===== src/rtl/imem_load_arbiter.sv =====
// imem_load_arbiter
//   Instruction memory shared between the IF-stage fetch port and a byte-stream
//   program loader. A load is a 16-bit little-endian word count followed by
//   that many little-endian 32-bit words. The core is held in reset for the
//   whole load and released afterwards, so fetch restarts at PC 0.
//
// Ports
//   clk, rst      clock; synchronous active-high reset (memory is not cleared)
//   fetch_pc      byte address from IF
//   fetch_instr   combinational instruction at fetch_pc (NOP unless running)
//   load_req      single-cycle request to start a load (only honoured in RUN)
//   byte_valid    loader byte strobe
//   byte_data     loader byte
//   byte_ready    byte accepted when byte_valid && byte_ready
//   core_hold     core reset/stall, high while loading
//   load_done     one-cycle pulse when a load completes
//   load_error    sticky, header count exceeded DEPTH
//   words_loaded  words written to memory by the last or current load
module imem_load_arbiter #(
    parameter int unsigned DEPTH = 32,
    parameter int unsigned AW    = 5,
    parameter logic [31:0] NOP   = 32'h00000013
) (
    input  logic        clk,
    input  logic        rst,
    input  logic [31:0] fetch_pc,
    output logic [31:0] fetch_instr,
    input  logic        load_req,
    input  logic        byte_valid,
    input  logic [7:0]  byte_data,
    output logic        byte_ready,
    output logic        core_hold,
    output logic        load_done,
    output logic        load_error,
    output logic [15:0] words_loaded
);

    typedef enum logic [2:0] {S_RUN, S_LEN0, S_LEN1, S_DATA, S_DONE} state_t;

    localparam logic [15:0] DEPTH_W  = 16'(DEPTH);
    localparam logic [29:0] DEPTH_PC = 30'(DEPTH);

    // Power-up contents come from the configuration image; rst leaves them alone.
    logic [31:0] mem [DEPTH] = '{default: NOP};

    state_t      state_q, state_d;
    logic        byte_ready_q, core_hold_q, load_done_q, load_error_q;
    logic [15:0] words_loaded_q;
    logic [15:0] count_q;
    logic [15:0] word_cnt_q;
    logic [1:0]  byte_cnt_q;
    logic [23:0] asm_q;

    logic        accept;
    logic        last_byte;
    logic        last_word;
    logic        wr_en;
    logic [31:0] wr_word;
    logic [15:0] hdr_count;

    assign accept    = byte_valid && byte_ready_q;
    assign last_byte = (byte_cnt_q == 2'd3);
    assign last_word = (word_cnt_q == count_q - 16'd1);
    assign hdr_count = {byte_data, count_q[7:0]};
    assign wr_word   = {byte_data, asm_q};
    assign wr_en     = (state_q == S_DATA) && accept && last_byte && (word_cnt_q < DEPTH_W);

    always_comb begin
        state_d = state_q;
        case (state_q)
            S_RUN:  if (load_req) state_d = S_LEN0;
            S_LEN0: if (accept) state_d = S_LEN1;
            S_LEN1: if (accept) state_d = (hdr_count == 16'd0) ? S_DONE : S_DATA;
            S_DATA: if (accept && last_byte && last_word) state_d = S_DONE;
            S_DONE: state_d = S_RUN;
            default: state_d = S_RUN;
        endcase
    end

    // Handshake outputs are registered from the next state so they line up
    // with state_q on every cycle.
    always_ff @(posedge clk) begin
        if (rst) begin
            state_q        <= S_RUN;
            byte_ready_q   <= 1'b0;
            core_hold_q    <= 1'b0;
            load_done_q    <= 1'b0;
            load_error_q   <= 1'b0;
            words_loaded_q <= '0;
            count_q        <= '0;
            word_cnt_q     <= '0;
            byte_cnt_q     <= '0;
            asm_q          <= '0;
        end else begin
            state_q      <= state_d;
            byte_ready_q <= (state_d == S_LEN0) || (state_d == S_LEN1) || (state_d == S_DATA);
            core_hold_q  <= (state_d != S_RUN);
            load_done_q  <= (state_d == S_DONE);
            case (state_q)
                S_RUN: begin
                    if (load_req) begin
                        load_error_q   <= 1'b0;
                        words_loaded_q <= '0;
                        word_cnt_q     <= '0;
                        byte_cnt_q     <= '0;
                    end
                end
                S_LEN0: if (accept) count_q[7:0] <= byte_data;
                S_LEN1: begin
                    if (accept) begin
                        count_q[15:8] <= byte_data;
                        if (hdr_count > DEPTH_W) load_error_q <= 1'b1;
                    end
                end
                S_DATA: begin
                    if (accept) begin
                        byte_cnt_q <= byte_cnt_q + 2'd1;
                        case (byte_cnt_q)
                            2'd0: asm_q[7:0]   <= byte_data;
                            2'd1: asm_q[15:8]  <= byte_data;
                            2'd2: asm_q[23:16] <= byte_data;
                            default: begin
                                word_cnt_q <= word_cnt_q + 16'd1;
                                if (wr_en) words_loaded_q <= words_loaded_q + 16'd1;
                            end
                        endcase
                    end
                end
                default: ;
            endcase
        end
    end

    always_ff @(posedge clk) begin
        if (wr_en) mem[word_cnt_q[AW-1:0]] <= wr_word;
    end

    always_comb begin
        fetch_instr = NOP;
        if (state_q == S_RUN && fetch_pc[31:2] < DEPTH_PC)
            fetch_instr = mem[fetch_pc[AW+1:2]];
    end

    assign byte_ready   = byte_ready_q;
    assign core_hold    = core_hold_q;
    assign load_done    = load_done_q;
    assign load_error   = load_error_q;
    assign words_loaded = words_loaded_q;

endmodule


===== config.mk =====
export PLATFORM = sky130hd
export DESIGN_NAME = imem_load_arbiter
export DESIGN_NICKNAME = d
export VERILOG_FILES = /design/src/rtl/imem_load_arbiter.sv
export SDC_FILE = /design/constraint.sdc
export NUM_CORES = 1
export LEC_CHECK = 0
export BUFFER_PORTS_ARGS = -buffer_cell sky130_fd_sc_hd__buf_2
export CAP_MARGIN = 40
export CORE_MARGIN = 2
export CORE_UTILIZATION = 55
export DETAILED_ROUTE_END_ITERATION = 8
export PLACE_DENSITY = 0.71
export SLEW_MARGIN = 20
export SYNTH_ARGS = -nofsm -noshare
export SYNTH_HDL_FRONTEND = slang
export SYNTH_SLANG_ARGS = --single-unit

===== constraint.sdc =====
create_clock -name clk -period 4.2 [get_ports clk]
set_input_delay 0.42 -clock clk [delete_from_list [all_inputs] [get_ports clk]]
set_output_delay 0.42 -clock clk [all_outputs]
set_load 0.02 [all_outputs]

==> flow_summary.yaml, run 1 <==
outcome:
  outcome: "complete, no violations"
clock_tree:
  cts_hold_buf: 0
  cts.clk_slew.worst_paths_ns: 0.06
  cts_tree: "built"
  clkSinkCount: 1105
  clk_latency_ns: 0.68
  clk_path_buf_depth: 3
  cts_buffers: 108
  postCtsSetupBuffers: 0
  htree_levels: 3
  cts_repair_resize_count: 0
  cts-root-buf: "clkbuf_16"
detailed_routing:
  drtPass1Iterations: 6
  routed_wl_um: 101000
  ant_nets: 0
  vias_per_cell: 6.43
  drtIter0Drc: 2782
  drc: 0
  vias: 21700
  wl_per_cell_um: 30.0
yosys:
  ys_seq_area_share_pct: 75.3
  syn_area_per_cell_um2: 21.2
  synthCells: 2031
  synthAdderAreaFrac_pct: 0.291
  syn_nets: 2085
  synth_xor_area_share_pct: 0.972
  synth-main-ff-cell: "edfxtp_1"
  synth-async-reset-ratio_pct: 0
  yosysWarnings: 0
  synth_compound_area_share_pct: 0.969
  synth.distinct_cells: 50
  synthSimpleGateAreaFrac_pct: 3.55
  synth_seq_cells: 1105
  syn_area_um2: 43000
  synth_edf_count: 1024
  synth_top_family_by_area: "multiplexers"
  synthMuxAreaShare_pct: 17.8
power:
  ir_drop_uv: 338
  p_sw_uw: 4440
  switching_share_pct: 20.3
  p_int_uw: 17400
  power_density_nw_per_um2: 442
  leakagePower_uw: 0.0162
  p_clk_share_pct: 42.5
  p_comb_share_pct: 3.0
  p_seq_share_pct: 54.5
  p_total_uw: 21800
flow_run:
  cap_violations: 0
critical_path:
  arrival_ns: 3.78
  end_kind: "flip-flop"
  setup.worst_path.start_class: "flip-flop"
  worstPathRequired_ns: 4.56
  path_max_fanout: 21
  r2r-start: "state_q[1]"
  reg2reg_depth: 6
  r2r-end: "mem[3][18]"
  criticalPathCategory: "reg -> reg"
  r2r_slack_ns: 0.78
place:
  place_area_um2: 45800
  dp_hpwl_um: 54900
  port_buffers: 93
  gp_congestion: 0.842
grt:
  antenna_found_initial: 1
  grt_pass1_wl_um: 150000
  grt_pass1_vias: 22100
  grt_overflow: 0
  grt_start_max_net_pins: 55
  track_usage_pct: 25.8
final_layout:
  drive_gt1_share_pct: 31.1
  most-common-layout-cells: "edfxtp_1 (1024), mux4_2 (320), clkbuf_16 (109), buf_2 (90), nor2_1 (89)"
  seq_area_um2: 32400
  nets: 2300
  n_fill_cell: 5022
  syn_to_final_growth_pct: 14.9
  layout_commonest_cell: "edfxtp_1"
  multi_input_area_um2: 10400
  antenna_cells: 0
  final_cell_area_um2: 49400
timing:
  setup_violations: 0
  fin_tns_setup_ns: 0
  fin_crit_sh_pct: 81.5
  drv_slew: 0
  tightest_slew_ns: 0.820
  slew_headroom_pct: 45.3
  fmax_ghz: 0.292
  hold_viol: 0
  rsz0062_at_grt: "no"
  timing.final.crit_period_ns: 3.42
  skew_ns: 0.0304
floorplan:
  initial_core_util_pct: 55.5
  pin_count: 96
  coreArea_um2: 77500
  dieArea_um2: 80400
  die_h_um: 284
  rows: 102
  dieWidth_um: 284
min_path:
  holdCritStartpoint: "load_req"
  min_path_type: "in -> reg"
  min_path_cells: 3
  worstHoldEndpoint: "core_hold"
[logic make-up after synthesis]
kind of cell               count (synthesis)
AOI/OAI and AO/OA                         66
xor gates and xnor gates                  46
adders and majority gates                 10
buffers and inverters                    119
DFF                                     1105
muxes                                    366
and+or+nand+nor                          319
[state kept, by name, indices dropped and copies added (netlist names)]
| signal | cells |
|---|---|
| word_cnt_q | 16 |
| load_done | 1 |
| asm_q | 24 |
| state_q | 3 |
| byte_cnt_q | 2 |
| byte_ready | 1 |
| load_error | 1 |
| core_hold | 1 |
| count_q | 16 |
| words_loaded | 16 |
| mem | 1024 |
[layout make-up]
| type | instances | share of cell area [%] |
|---|---|---|
| clock buffers | 144 | 5.95 |
| clock inverters | 58 | 0.950 |
| inverters | 10 | 0.0760 |
| multi-input cells | 807 | 21.1 |
| flip-flops and latches | 1105 | 65.6 |
| well taps | 1040 | 2.63 |
| repair buffers | 214 | 3.75 |
[power groups by stage]
stage                     clock network [µW]  logic, µW  registers [µW]
final                                   9290        656           11900
after global routing                    9830        699           11900
after CTS                               9400        663           11900
after detailed placement                   0        660           12100
after global placement                     0        646           12100
after floorplan                            0        417           12100
[cells in the mapped netlist, drive strengths merged (8+ instances only)]
master  count  area, µm²
edfxtp   1024      30700
nand4      10       62.6
nand3      48        240
a21oi      32        160
mux2i      46        460
nor4       22        153
nor3       17       85.1
nor2      122        458
dfxtp      81       1620
nand2      56        210
ha         10        125
clkbuf     71        267
xor2       16        140
xnor2      29        254
buf        38        156
and3        8       50.1
inv        10       37.5
mux4      320       7210
o21ai       8       40.0
[through the flow]
stage          cells  util [%]  hold WS [ns]  worst slack [ns]
2_1_floorplan   2031         -         0.480             0.991
3_3_place_gp    3153      58.9         0.498             0.781
3_5_place_dp    3165      59.1         0.488             0.799
4_1_cts         3367      63.5         0.120             0.788
5_1_grt         3378      63.8         0.173             0.620
6_report        3378      63.8         0.149             0.778
[worst max-delay path: stages, from the launching register on]
cell and delay [ns]:
dfxtp_1 0.60, and3b_1 0.33, nand3_1 0.18, nor3_1 0.42
nand2_1 0.56, nor2_4 0.69, buf_12 0.30
[routing by layer]
metal | global-route usage, % | share of wire (%) | vias to the layer above
met5 | 0 | 0 | -
met1 | 37.7 | 39 | 11400
li1 | - | - | 8887
met2 | 40.6 | 48 | 1239
met3 | 5.08 | 10 | 167
met4 | 6.59 | 2.4 | 0
[worst max path at each step]
stage | end | slack (ns) | from | depth (start not counted)
6_report | mem[3][18] | 0.78 | state_q[1] | 6
5_1_grt | fetch_instr[31] | 0.62 | state_q[2] | 6
4_1_cts | fetch_instr[24] | 0.79 | fetch_pc[2] | 7
3_5_place_dp | mem[3][18] | 0.80 | state_q[1] | 6
3_3_place_gp | fetch_instr[22] | 0.78 | fetch_pc[2] | 8
2_1_floorplan | fetch_instr[0] | 0.99 | fetch_pc[2] | 6
(Power assumes the default switching activity.)
==> run 2, diff against run 1 <==
==> constraint.sdc (replaced) <==
create_clock -name clk -period 3.34 [get_ports clk]
set_input_delay 0.334 -clock clk [delete_from_list [all_inputs] [get_ports clk]]
set_output_delay 0.334 -clock clk [all_outputs]
set_load 0.02 [all_outputs]
==> run 2 against run 1 <==
Cell count rose by 0.77%. Sequential share of layout area fell by 0.67 points. Count of clock-buffer cells in the layout fell by 16. Total power rose by 27%. Hold slack got worse by 0.050 ns. Critical endpoint is now fetch_instr[17]. Highest routed layer is now met5.
==> flow_summary.yaml, run 2 (synthesized netlist as in run 1, its figures left out) <==
outcome:
  outcome: "complete, no violations"
timing:
  timing.final.crit_period_ns: 3.18
  layout_setup_ws_ns: 0.165
  skew_ns: 0.0356
  tightest_slew_ns: 0.837
  slew_headroom_pct: 44.2
  fin_crit_sh_pct: 95.1
  rsz0062_at_grt: "no"
  drv_slew: 0
  setup_violations: 0
  fmax_ghz: 0.315
  hold_viol: 0
  fin_tns_setup_ns: 0
clock_tree:
  postCtsSetupBuffers: 0
  clk_path_buf_depth: 3
  cts_tree: "built"
  htree_levels: 3
  clkSinkCount: 1105
  cts_repair_resize_count: 0
  cts_hold_buf: 0
  cts.clk_slew.worst_paths_ns: 0.06
  clk_latency_ns: 0.67
  cts-root-buf: "clkbuf_16"
  cts_buffers: 107
final_layout:
  most-common-layout-cells: "edfxtp_1 (1024), mux4_2 (320), clkbuf_16 (109), buf_4 (91), buf_2 (90)"
  syn_to_final_growth_pct: 16.1
  seq_area_um2: 32400
  fin_cells: 3404
  layout_commonest_cell: "edfxtp_1"
  antenna_cells: 0
  multi_input_area_um2: 10400
  n_fill_cell: 5003
  drive_gt1_share_pct: 32.4
  nets: 2333
  final_core_util_pct: 64.4
  largest_reg_flops: 1024
floorplan:
  dieWidth_um: 284
  pin_count: 96
  rows: 102
  coreArea_um2: 77500
  die_h_um: 284
  initial_core_util_pct: 55.5
  dieArea_um2: 80400
power:
  leakagePower_uw: 0.0164
  p_int_uw: 22100
  p_clk_share_pct: 42.9
  switching_share_pct: 20.0
  p_seq_share_pct: 54.1
  p_comb_share_pct: 3.1
  p_sw_uw: 5530
  power_density_nw_per_um2: 554
  ir_drop_uv: 440
grt:
  grt_overflow: 0
  grt_pass1_vias: 22100
  grt_pass1_wl_um: 149000
  grt_start_max_net_pins: 54
  track_usage_pct: 25.5
  antenna_found_initial: 3
detailed_routing:
  ant_nets: 0
  highest_layer: "met5"
  vias_per_cell: 6.41
  wl_met3_um: 9250
  drc: 0
  drtIter0Drc: 2699
  routed_wl_um: 102000
  vias: 21800
  wl_met1_um: 39600
  wl_per_cell_um: 29.9
  drtPass1Iterations: 6
  wl_met2_um: 50500
critical_path:
  worstPathRequired_ns: 3.01
  arrival_ns: 2.84
  r2r-end: "mem[14][8]"
  setup.worst_path.start_class: "flip-flop"
  path_common_cell: "buf_4"
  slowest_stage: "nor2_1"
  crit_path_cell_trace: "buf_4 > nor3_1 > nor4b_1 > nand4_1 > buf_4 > nor2_1 > buf_2"
  slowest_delay_ns: 0.36
  criticalPathCategory: "reg -> out"
  end_kind: "primary output"
  r2r-start: "state_q[0]"
  reg2reg_depth: 7
  path_max_fanout: 32
  r2r_slack_ns: 0.36
place:
  gp_congestion: 0.813
  dp_hpwl_um: 57300
  post-place-ws_ns: 0.251
  place_inst: 3195
  port_buffers: 93
min_path:
  worstHoldEndpoint: "core_hold"
  min_path_type: "in -> reg"
  holdCritStartpoint: "load_req"
  min_path_cells: 3
flow_run:
  cap_violations: 0
-- run 2: worst max-delay path by stage --
stage	from	to	depth (start not counted)
2_1_floorplan	state_q[2]	mem[20][0]	5
3_3_place_gp	fetch_pc[2]	fetch_instr[20]	8
3_5_place_dp	fetch_pc[2]	fetch_instr[20]	8
4_1_cts	state_q[1]	fetch_instr[31]	7
5_1_grt	state_q[1]	fetch_instr[20]	7
6_report	state_q[1]	fetch_instr[17]	7
-- run 2: per-layer routing --
layer,track usage [%],up-vias
li1,-,8947
met5,0,-
met4,6.48,2
met1,36.2,11500
met3,4.61,173
met2,41.8,1165
-- run 2: per-stage QoR --
stage | cell area (µm²) | total power [µW] | hold slack [ns]
after floorplan | 43000 | 15800 | 0.433
after global placement | 46100 | 16100 | 0.481
after detailed placement | 46200 | 16100 | 0.500
after CTS | 49700 | 27800 | 0.0631
after global routing | 49900 | 28400 | 0.126
final | 49900 | 27700 | 0.0984
-- run 2: cell type report --
class	instances	share of cell area, %
multi-input cells	807	20.9
flip-flops and latches	1105	64.9
clock buffers	128	5.61
repair buffers	248	4.67
clock inverters	66	1.28
well taps	1040	2.61
inverters	10	0.0752
-- run 2: critical path, delay by kind of cell, from the launching register on --
family	cells	cell delay, ns
and+or+nand+nor	4	1.13
buffers and inverters	3	0.70
DFF	1	0.31
-- run 2: power groups by stage --
stage	Clock, µW	Combinational, µW	Sequential [µW]
4_1_cts	12000	850	15000
3_3_place_gp	0	831	15300
3_5_place_dp	0	848	15300
2_1_floorplan	0	524	15300
5_1_grt	12600	895	15000
6_report	11900	844	15000
